**src/rtl/adder_tree_accum_ctrl.sv**
```systemverilog
// adder_tree_accum_ctrl: frame sequencer around an adder_tree2n reduction.
// Each accepted beat is reduced by the tree, and the beat sums are added up
// over a frame. The frame ends on in_last or after MAX_BEATS beats. The frame
// total is then held on a valid/ready output port until it is consumed.
// Optional macro ADDER_TREE_ACC_SAT_EN makes the accumulator saturate on
// overflow and raise the sticky out_ovf flag. Without the macro the
// accumulator wraps and out_ovf stays low.

// Balanced binary adder tree that sums TREE_SIZE lanes of A and TREE_SIZE lanes of B.
module adder_tree2n #(
    parameter int TREE_SIZE = 4,
    parameter int DATA_SIZE = 8,
    parameter int SUM_W     = DATA_SIZE + $clog2(TREE_SIZE) + 1
) (
    input  logic [TREE_SIZE*DATA_SIZE-1:0] i_a,
    input  logic [TREE_SIZE*DATA_SIZE-1:0] i_b,
    output logic [SUM_W-1:0]               o_sum
);
    localparam int LEAVES = 2 * TREE_SIZE;
    localparam int LEVELS = $clog2(LEAVES);

    // Level 0 holds every operand, zero-extended to the full sum width.
    // Each later level adds adjacent pairs from the level below it.
    for (genvar l = 0; l <= LEVELS; l++) begin : g_lvl
        logic [SUM_W-1:0] w_val [LEAVES >> l];
        if (l == 0) begin : g_leaves
            for (genvar j = 0; j < TREE_SIZE; j++) begin : g_lane
                assign w_val[j]             = SUM_W'(i_a[j*DATA_SIZE +: DATA_SIZE]);
                assign w_val[TREE_SIZE + j] = SUM_W'(i_b[j*DATA_SIZE +: DATA_SIZE]);
            end
        end else begin : g_adders
            for (genvar i = 0; i < (LEAVES >> l); i++) begin : g_add
                assign w_val[i] = g_lvl[l-1].w_val[2*i] + g_lvl[l-1].w_val[2*i+1];
            end
        end
    end

    assign o_sum = g_lvl[LEVELS].w_val[0];
endmodule

module adder_tree_accum_ctrl #(
    parameter int TREE_SIZE = 4,
    parameter int DATA_SIZE = 8,
    parameter int ACC_W     = 24,
    parameter int MAX_BEATS = 16,
    parameter int CNT_W     = $clog2(MAX_BEATS + 1)
) (
    input  logic                           clk,
    input  logic                           rst_n,
    input  logic                           in_valid,
    output logic                           in_ready,
    input  logic                           in_last,
    input  logic [TREE_SIZE*DATA_SIZE-1:0] in_a,
    input  logic [TREE_SIZE*DATA_SIZE-1:0] in_b,
    output logic                           out_valid,
    input  logic                           out_ready,
    output logic [ACC_W-1:0]               out_sum,
    output logic [CNT_W-1:0]               out_beats,
    output logic                           out_trunc,
    output logic                           out_ovf,
    output logic                           busy
);
    localparam int SUM_W = DATA_SIZE + $clog2(TREE_SIZE) + 1;
    localparam logic [CNT_W-1:0] MAX_CNT = CNT_W'(MAX_BEATS);

    typedef enum logic [1:0] {
        S_IDLE,
        S_ACCUM,
        S_DONE
    } state_t;

    state_t           r_state;
    state_t           w_stateNext;
    logic [ACC_W-1:0] r_acc;
    logic [CNT_W-1:0] r_cnt;
    logic             r_trunc;
`ifdef ADDER_TREE_ACC_SAT_EN
    logic             r_sat;
    logic [ACC_W:0]   w_accSum;
`else
    logic [ACC_W-1:0] w_accSum;
`endif

    logic [SUM_W-1:0] w_beatSum;
    logic [ACC_W-1:0] w_beatExt;
    logic             w_inReady;
    logic             w_accept;
    logic [CNT_W-1:0] w_cntNext;
    logic             w_limit;
    logic             w_frameEnd;

    adder_tree2n #(
        .TREE_SIZE (TREE_SIZE),
        .DATA_SIZE (DATA_SIZE),
        .SUM_W     (SUM_W)
    ) u_tree (
        .i_a   (in_a),
        .i_b   (in_b),
        .o_sum (w_beatSum)
    );

    assign w_beatExt  = ACC_W'(w_beatSum);
    assign w_inReady  = (r_state != S_DONE);
    assign in_ready   = w_inReady;
    assign w_accept   = in_valid & w_inReady;
    // The first beat of a frame always counts as one. That makes the beat
    // limit check the same in IDLE and in ACCUM.
    assign w_cntNext  = (r_state == S_IDLE) ? CNT_W'(1) : r_cnt + CNT_W'(1);
    assign w_limit    = (w_cntNext == MAX_CNT);
    assign w_frameEnd = w_accept & (in_last | w_limit);
`ifdef ADDER_TREE_ACC_SAT_EN
    assign w_accSum   = {1'b0, r_acc} + {1'b0, w_beatExt};
`else
    assign w_accSum   = r_acc + w_beatExt;
`endif

    // Hold the frame state and move to the next state on each clock edge.
    always_ff @(posedge clk) begin
        if (!rst_n) begin
            r_state <= S_IDLE;
        end else begin
            r_state <= w_stateNext;
        end
    end

    // Choose the next state and drive the result port. The result fields read as zero outside DONE.
    always_comb begin
        w_stateNext = r_state;
        out_valid   = 1'b0;
        busy        = 1'b0;
        out_sum     = '0;
        out_beats   = '0;
        out_trunc   = 1'b0;
        out_ovf     = 1'b0;
        case (r_state)
            S_IDLE: begin
                if (w_accept) begin
                    w_stateNext = w_frameEnd ? S_DONE : S_ACCUM;
                end
            end
            S_ACCUM: begin
                busy = 1'b1;
                if (w_frameEnd) begin
                    w_stateNext = S_DONE;
                end
            end
            S_DONE: begin
                busy      = 1'b1;
                out_valid = 1'b1;
                out_sum   = r_acc;
                out_beats = r_cnt;
                out_trunc = r_trunc;
`ifdef ADDER_TREE_ACC_SAT_EN
                out_ovf   = r_sat;
`endif
                if (out_ready) begin
                    w_stateNext = S_IDLE;
                end
            end
            default: begin
                w_stateNext = S_IDLE;
            end
        endcase
    end

    // Accumulate beat sums and the beat count for the frame. Record why the
    // frame ended, and clear everything once the result has been consumed.
    always_ff @(posedge clk) begin
        if (!rst_n) begin
            r_acc   <= '0;
            r_cnt   <= '0;
            r_trunc <= 1'b0;
`ifdef ADDER_TREE_ACC_SAT_EN
            r_sat   <= 1'b0;
`endif
        end else begin
            case (r_state)
                S_IDLE: begin
                    if (w_accept) begin
                        r_acc   <= w_beatExt;
                        r_cnt   <= w_cntNext;
                        r_trunc <= w_limit & ~in_last;
                    end
                end
                S_ACCUM: begin
                    if (w_accept) begin
`ifdef ADDER_TREE_ACC_SAT_EN
                        if (r_sat | w_accSum[ACC_W]) begin
                            r_acc <= '1;
                            r_sat <= 1'b1;
                        end else begin
                            r_acc <= w_accSum[ACC_W-1:0];
                        end
`else
                        r_acc   <= w_accSum;
`endif
                        r_cnt   <= w_cntNext;
                        r_trunc <= w_limit & ~in_last;
                    end
                end
                S_DONE: begin
                    if (out_ready) begin
                        r_acc   <= '0;
                        r_cnt   <= '0;
                        r_trunc <= 1'b0;
`ifdef ADDER_TREE_ACC_SAT_EN
                        r_sat   <= 1'b0;
`endif
                    end
                end
                default: begin
                    r_acc <= '0;
                end
            endcase
        end
    end
endmodule

```
**config.mk**
```make
export PLATFORM = sky130hd
export DESIGN_NAME = adder_tree_accum_ctrl
export DESIGN_NICKNAME = d
export VERILOG_FILES = /design/src/rtl/adder_tree_accum_ctrl.sv
export SDC_FILE = /design/constraint.sdc
export NUM_CORES = 1
export LEC_CHECK = 0
export BUFFER_PORTS_ARGS = -buffer_cell sky130_fd_sc_hd__buf_2
export CAP_MARGIN = 30
export CORE_ASPECT_RATIO = 0.7
export CORE_MARGIN = 4
export CORE_UTILIZATION = 59
export CTS_BUF_LIST = sky130_fd_sc_hd__clkbuf_16
export DETAILED_ROUTE_END_ITERATION = 8
export GPL_ROUTABILITY_DRIVEN = 0
export PLACE_DENSITY = 0.88
export SETUP_SLACK_MARGIN = 0.1
export SLEW_MARGIN = 40
export SYNTH_ARGS = -nofsm -noshare
export SYNTH_HDL_FRONTEND = slang
export SYNTH_HIERARCHICAL = 1
export SYNTH_SLANG_ARGS = --single-unit
```
**constraint.sdc**
```tcl
create_clock -name clk -period 13.5 [get_ports clk]
set_clock_uncertainty 0.15 [all_clocks]
set_input_delay 0 -clock clk [delete_from_list [all_inputs] [get_ports clk]]
set_output_delay 0 -clock clk [all_outputs]
set_load 0.01 [all_outputs]
```
* After elaboration in Yosys (flattened, before gate mapping) *
Index checks and enable logic that the tools add are counted.

word-level totals
  bits in read-only memories = 0
  RAM bits = 0
  flip-flop bits (word level) = 32
  memories kept = 0
  latch bits = 0

cells by class
  equality and inequality tests = 9
  multipliers = 0
  $lt $le $gt $ge = 0
  reductions and logical operators = 7
  mux-type cells = 21
  divide/modulo/power cells = 0
  bitwise operators = 5
  $add $sub $neg = 9
  shift-type cells = 0

operators with widths
  operator                                                                 count
  24-bit two-way mux                                                       4
  24-bit one-hot mux with 3 select lines                                   1
  8-bit by 8-bit adder with 9-bit output                                   4
  11-bit adder                                                             3
  24-bit by 11-bit adder with 24-bit output                                1
  5-bit two-way mux                                                        4
  2-bit inequality test, second input constant                             5
  5-bit one-hot mux with 2 select lines                                    1
  3-bit AND reduction                                                      3
  2-bit two-way mux                                                        4
  2-bit one-hot mux with 3 select lines                                    1
  5-bit by 1-bit adder with 5-bit output, second input constant            1
  5-bit == test, second input constant                                     1
  1-bit two-way mux                                                        5
  2-bit OR reduction                                                       2
  1-bit bitwise AND                                                        3
  2-bit by 1-bit == test with 1-bit output, second input constant          1
  2-bit == test, second input constant                                     1
  2-bit logical NOT                                                        1
  2-bit by 1-bit inequality test with 1-bit output, second input constant  1
  1-bit one-hot mux with 2 select lines                                    1
  2-bit nonzero test                                                       1
  1-bit NOT                                                                1
  1-bit OR                                                                 1

* Logic depth before layout (Yosys ltp) *
  word-level depth = 8
  depth in mapped cells = 21

* Hierarchy *
Netlist, hierarchy kept.

by module, submodules not included
  module                 area each (um2)  cells each  times used
  adder_tree_accum_ctrl  2,343.5          282         1
  adder_tree2n           1,677.9          197         1

* Least setup slack after synthesis *
OpenSTA, ideal clock, no wires.

  path kind = input port to flip-flop
  start = in in_a[2]
  end = reg r_acc[23]
  stages = 21
  data required time = 13.290 ns
  slack = 8.452 ns
  path buffers = 0
  arrival time = 4.838 ns
  cell sequence = inv_1 fa_1 inv_1 fa_1 fa_1 inv_1 fa_1 inv_1 ha_1 fa_1 a21oi_1 nor2b_1 a31oi_1 xnor2_1 ha_1 a21oi_1 o21ai_1 a311oi_4 nor3_2 a311oi_1 a41o_1

on the way
  word-level cells in the longest chain between the ends = 6

RTL lines
  item                                       RTL line  RTL
  start: declaration                         53        input logic [TREE_SIZE*DATA_SIZE-1:0] in_a,
  8-bit by 8-bit adder with 9-bit output     33        assign w_val[i] = g_lvl[l-1].w_val[2*i] + g_lvl[l-1].w_val[2*i+1];
  11-bit adder (2 in a row)                  33
  named net w_beatSum[8]                     84        logic [SUM_W-1:0] w_beatSum;
  24-bit by 11-bit adder with 24-bit output  114       assign w_accSum = r_acc + w_beatExt;
  24-bit two-way mux                         186       if (w_accept) begin
  24-bit one-hot mux with 3 select lines     177       case (r_state)
  end signal: assignment                     180       r_acc <= w_beatExt;
  end signal: assignment                     195       r_acc <= w_accSum;
  end: declaration                           74        logic [ACC_W-1:0] r_acc;

The timed path passes the listed nets, and every way through them passes these cells. The select of a mux whose other input is x is not followed.
A chain may end at the register's enable or synchronous reset.

* Final worst setup path *
Ends and elaborated chain as after synthesis.

==> run metrics <==
unrepaired setup endpoints after global routing=false; largest net degree at the start of global routing=31; GRT Resource Usage Total=24.72%; fraction of layout cells with a size suffix above 1=21.88%; post-synth cell types=58; Post-synth ARST share=0%; HPWL Detailed=7756 microns; Root Driver=clkbuf_16; dpl cell area=0.004572 sq mm; Ports=103; Avg Synthesized Cell Area=8.395 sq um; Max Clock Freq=189.4 MHz; Port Buf Inserts=101; Rows=24; top-count cell post-synth=inv_1; top cell type's share of synthesized area=23.90%; required time worst endpoint=13570 ps; Slew Limit Fails=0; Area contributors post-synth=fa_1, dfxtp_1, inv_1; routed wire length=9653 microns; # setup viols final=0; HP Class=in -> reg; final worst path period share=39.11%; Syn Inst Count=479; clk_lat worst skew=280 ps; area grow syn2layout=18.57%; Yosys reg bits=32; critical path capture point type=flop; DRC=0; Least-Margin Pin Slew=783.2 ps; Layout Cells excl Fill=667; Max-slew headroom=47.79%; CTS max path bufs=2; outcome=finished, final reports clean; Layout Nets=718; Post-Synthesis Net Count=622; Core ar.=0.006426 sq mm; Synth Warn #=6; Via Count=3640; Max Cap Viol=0; initial antenna violation count=0; Initial Utilization=62.58%; final instance area=0.004768 sq mm; CTS tree=done; GRT overflow=0; Sink Count=32; Critical Path Source Type=input port; leading area contributor after synthesis=fa_1; Fin. Hold Viols=0; full die area=0.008222 sq mm; Die Y=77.08 microns; vias per cell=5.457; first-pass GRT wire length=16630 microns; Post-synth EDFFs=0; DIE WIDTH=106.7 microns; mapped cell area=0.004021 sq mm; post-CTS setup buffer count=0; top post-synthesis cells by count=inv_1, fa_1, nor2_1; Setup TNS=0 ps; total CTS buffers=5; Routed wire per std cell=14.47 microns; crit path time final=5281 ps; CTS clock-pin slew for the worst setup and hold paths=50 ps; sequential fraction of the synthesis area=15.93%; FILL cells=533; Main synth FF type=dfxtp_1; H-tree lvl count=2; worst-path fanout max=6; diodes inserted=0; DRT Pass-1 Iters=5; CP arrival=5360 ps; placed instance count=656; drt first-iter violations=162; post-route ant nets=0; vias in the first global route=3694; kind of critical path=in -> reg
==> routing by layer <==
layer  track usage (%)  up-vias  wire length, microns
li1                  -     1722                     -
met4             6.641        0                   269
met3             3.775       34                   695
met2             43.03      171                  4764
met1             32.09     1713                  3924
met5                 0        -                     0
==> worst max-delay path, stage by stage <==
cell	delay [ps]
buf_2	70
inv_1	40
fa_1	540
inv_1	70
fa_1	500
fa_1	540
inv_1	50
fa_1	530
inv_1	40
ha_1	230
fa_1	420
a21oi_1	150
nor2b_1	70
a31oi_1	260
xnor2_1	210
ha_1	350
a21oi_1	160
o21ai_1	140
a311oi_4	410
nor3_2	130
a311oi_1	310
a41o_1	120
==> cell families after synthesis <==
family | share of synthesized area, %
multiplexers | 0.2489
XOR/XNOR | 5.881
flip-flops | 15.93
AND/OR/NAND/NOR | 16.96
adder cells (fa/ha/maj) | 31.98
AO/OA/AOI/OAI | 15.62
other | 0.09325
buffers and inverters | 13.29
==> state kept, by name, indices dropped and copies added (netlist names) <==
register	flops
r_acc	24
r_trunc	1
r_cnt	5
r_state	2
==> layout by cell type, fill, tap and decap left out, types with 2 or more instances in the layout <==
cell type / instances
inv_1: 122
buf_2: 101
fa_1: 48
nor2_1: 33
dfxtp_1: 32
and2_1: 30
ha_1: 25
xnor2_1: 21
o21ai_0: 16
nand2_1: 14
a21oi_1: 12
a221oi_1: 9
nor3_1: 8
nand3_1: 8
nor4_1: 7
xor2_1: 6
a21o_1: 5
nor3b_1: 5
clkbuf_16: 5
nand2b_1: 4
nand4_1: 4
nor2b_1: 4
o211ai_1: 3
a31oi_1: 3
o21bai_1: 3
a22oi_1: 3
dlygate4sd3_1: 3
and3_1: 2
a21oi_2: 2
o21ai_1: 2
or3_1: 2
a211oi_1: 2
a221oi_2: 2
o21a_1: 2
==> through the flow <==
stage / utilization, % / hold slack (ps) / setup slack, ps
after floorplan: - / 16.90 / 8452
after global placement: 71.09 / 159.4 / 8166
after detailed placement: 71.14 / 172.3 / 7999
after CTS: 74.16 / 242.9 / 8260
after global routing: 74.20 / 348.1 / 7906
final: 74.20 / 229.0 / 8219
==> path summary, 6_finish.rpt <==
kind	from	slack [ps]	to	depth (start not counted)
min reg2reg	r_state[0]$_SDFFE_PN0P_	360	r_state[0]$_SDFFE_PN0P_	2
max	in_a[2]	8220	r_acc[23]$_SDFFE_PN0P_	22
max reg2reg	r_state[0]$_SDFFE_PN0P_	10590	r_acc[21]$_SDFFE_PN0P_	8
min	in_b[24]	230	r_acc[0]$_SDFFE_PN0P_	5
==> final cells by class <==
| type | instances | area, sq um | share of cell area, % |
|---|---|---|---|
| clock buffer | 5 | 125.1 | 2.624 |
| sequential | 32 | 640.6 | 13.43 |
| inverter | 121 | 454.2 | 9.525 |
| timing repair buffer | 105 | 543.0 | 11.39 |
| tap | 91 | 113.9 | 2.388 |
| clock inverter | 3 | 38.79 | 0.8134 |
| multi-input combinational | 310 | 2853 | 59.83 |
==> what timing repair did <==
item	4_1_cts	5_1_grt
endpoints found under the hold margin	11	0
hold buffers	3	0
gates resized for setup	0	0
Power is not shown: default switching activity piles up to over one toggle a cycle in this logic, so the estimate is an artifact.
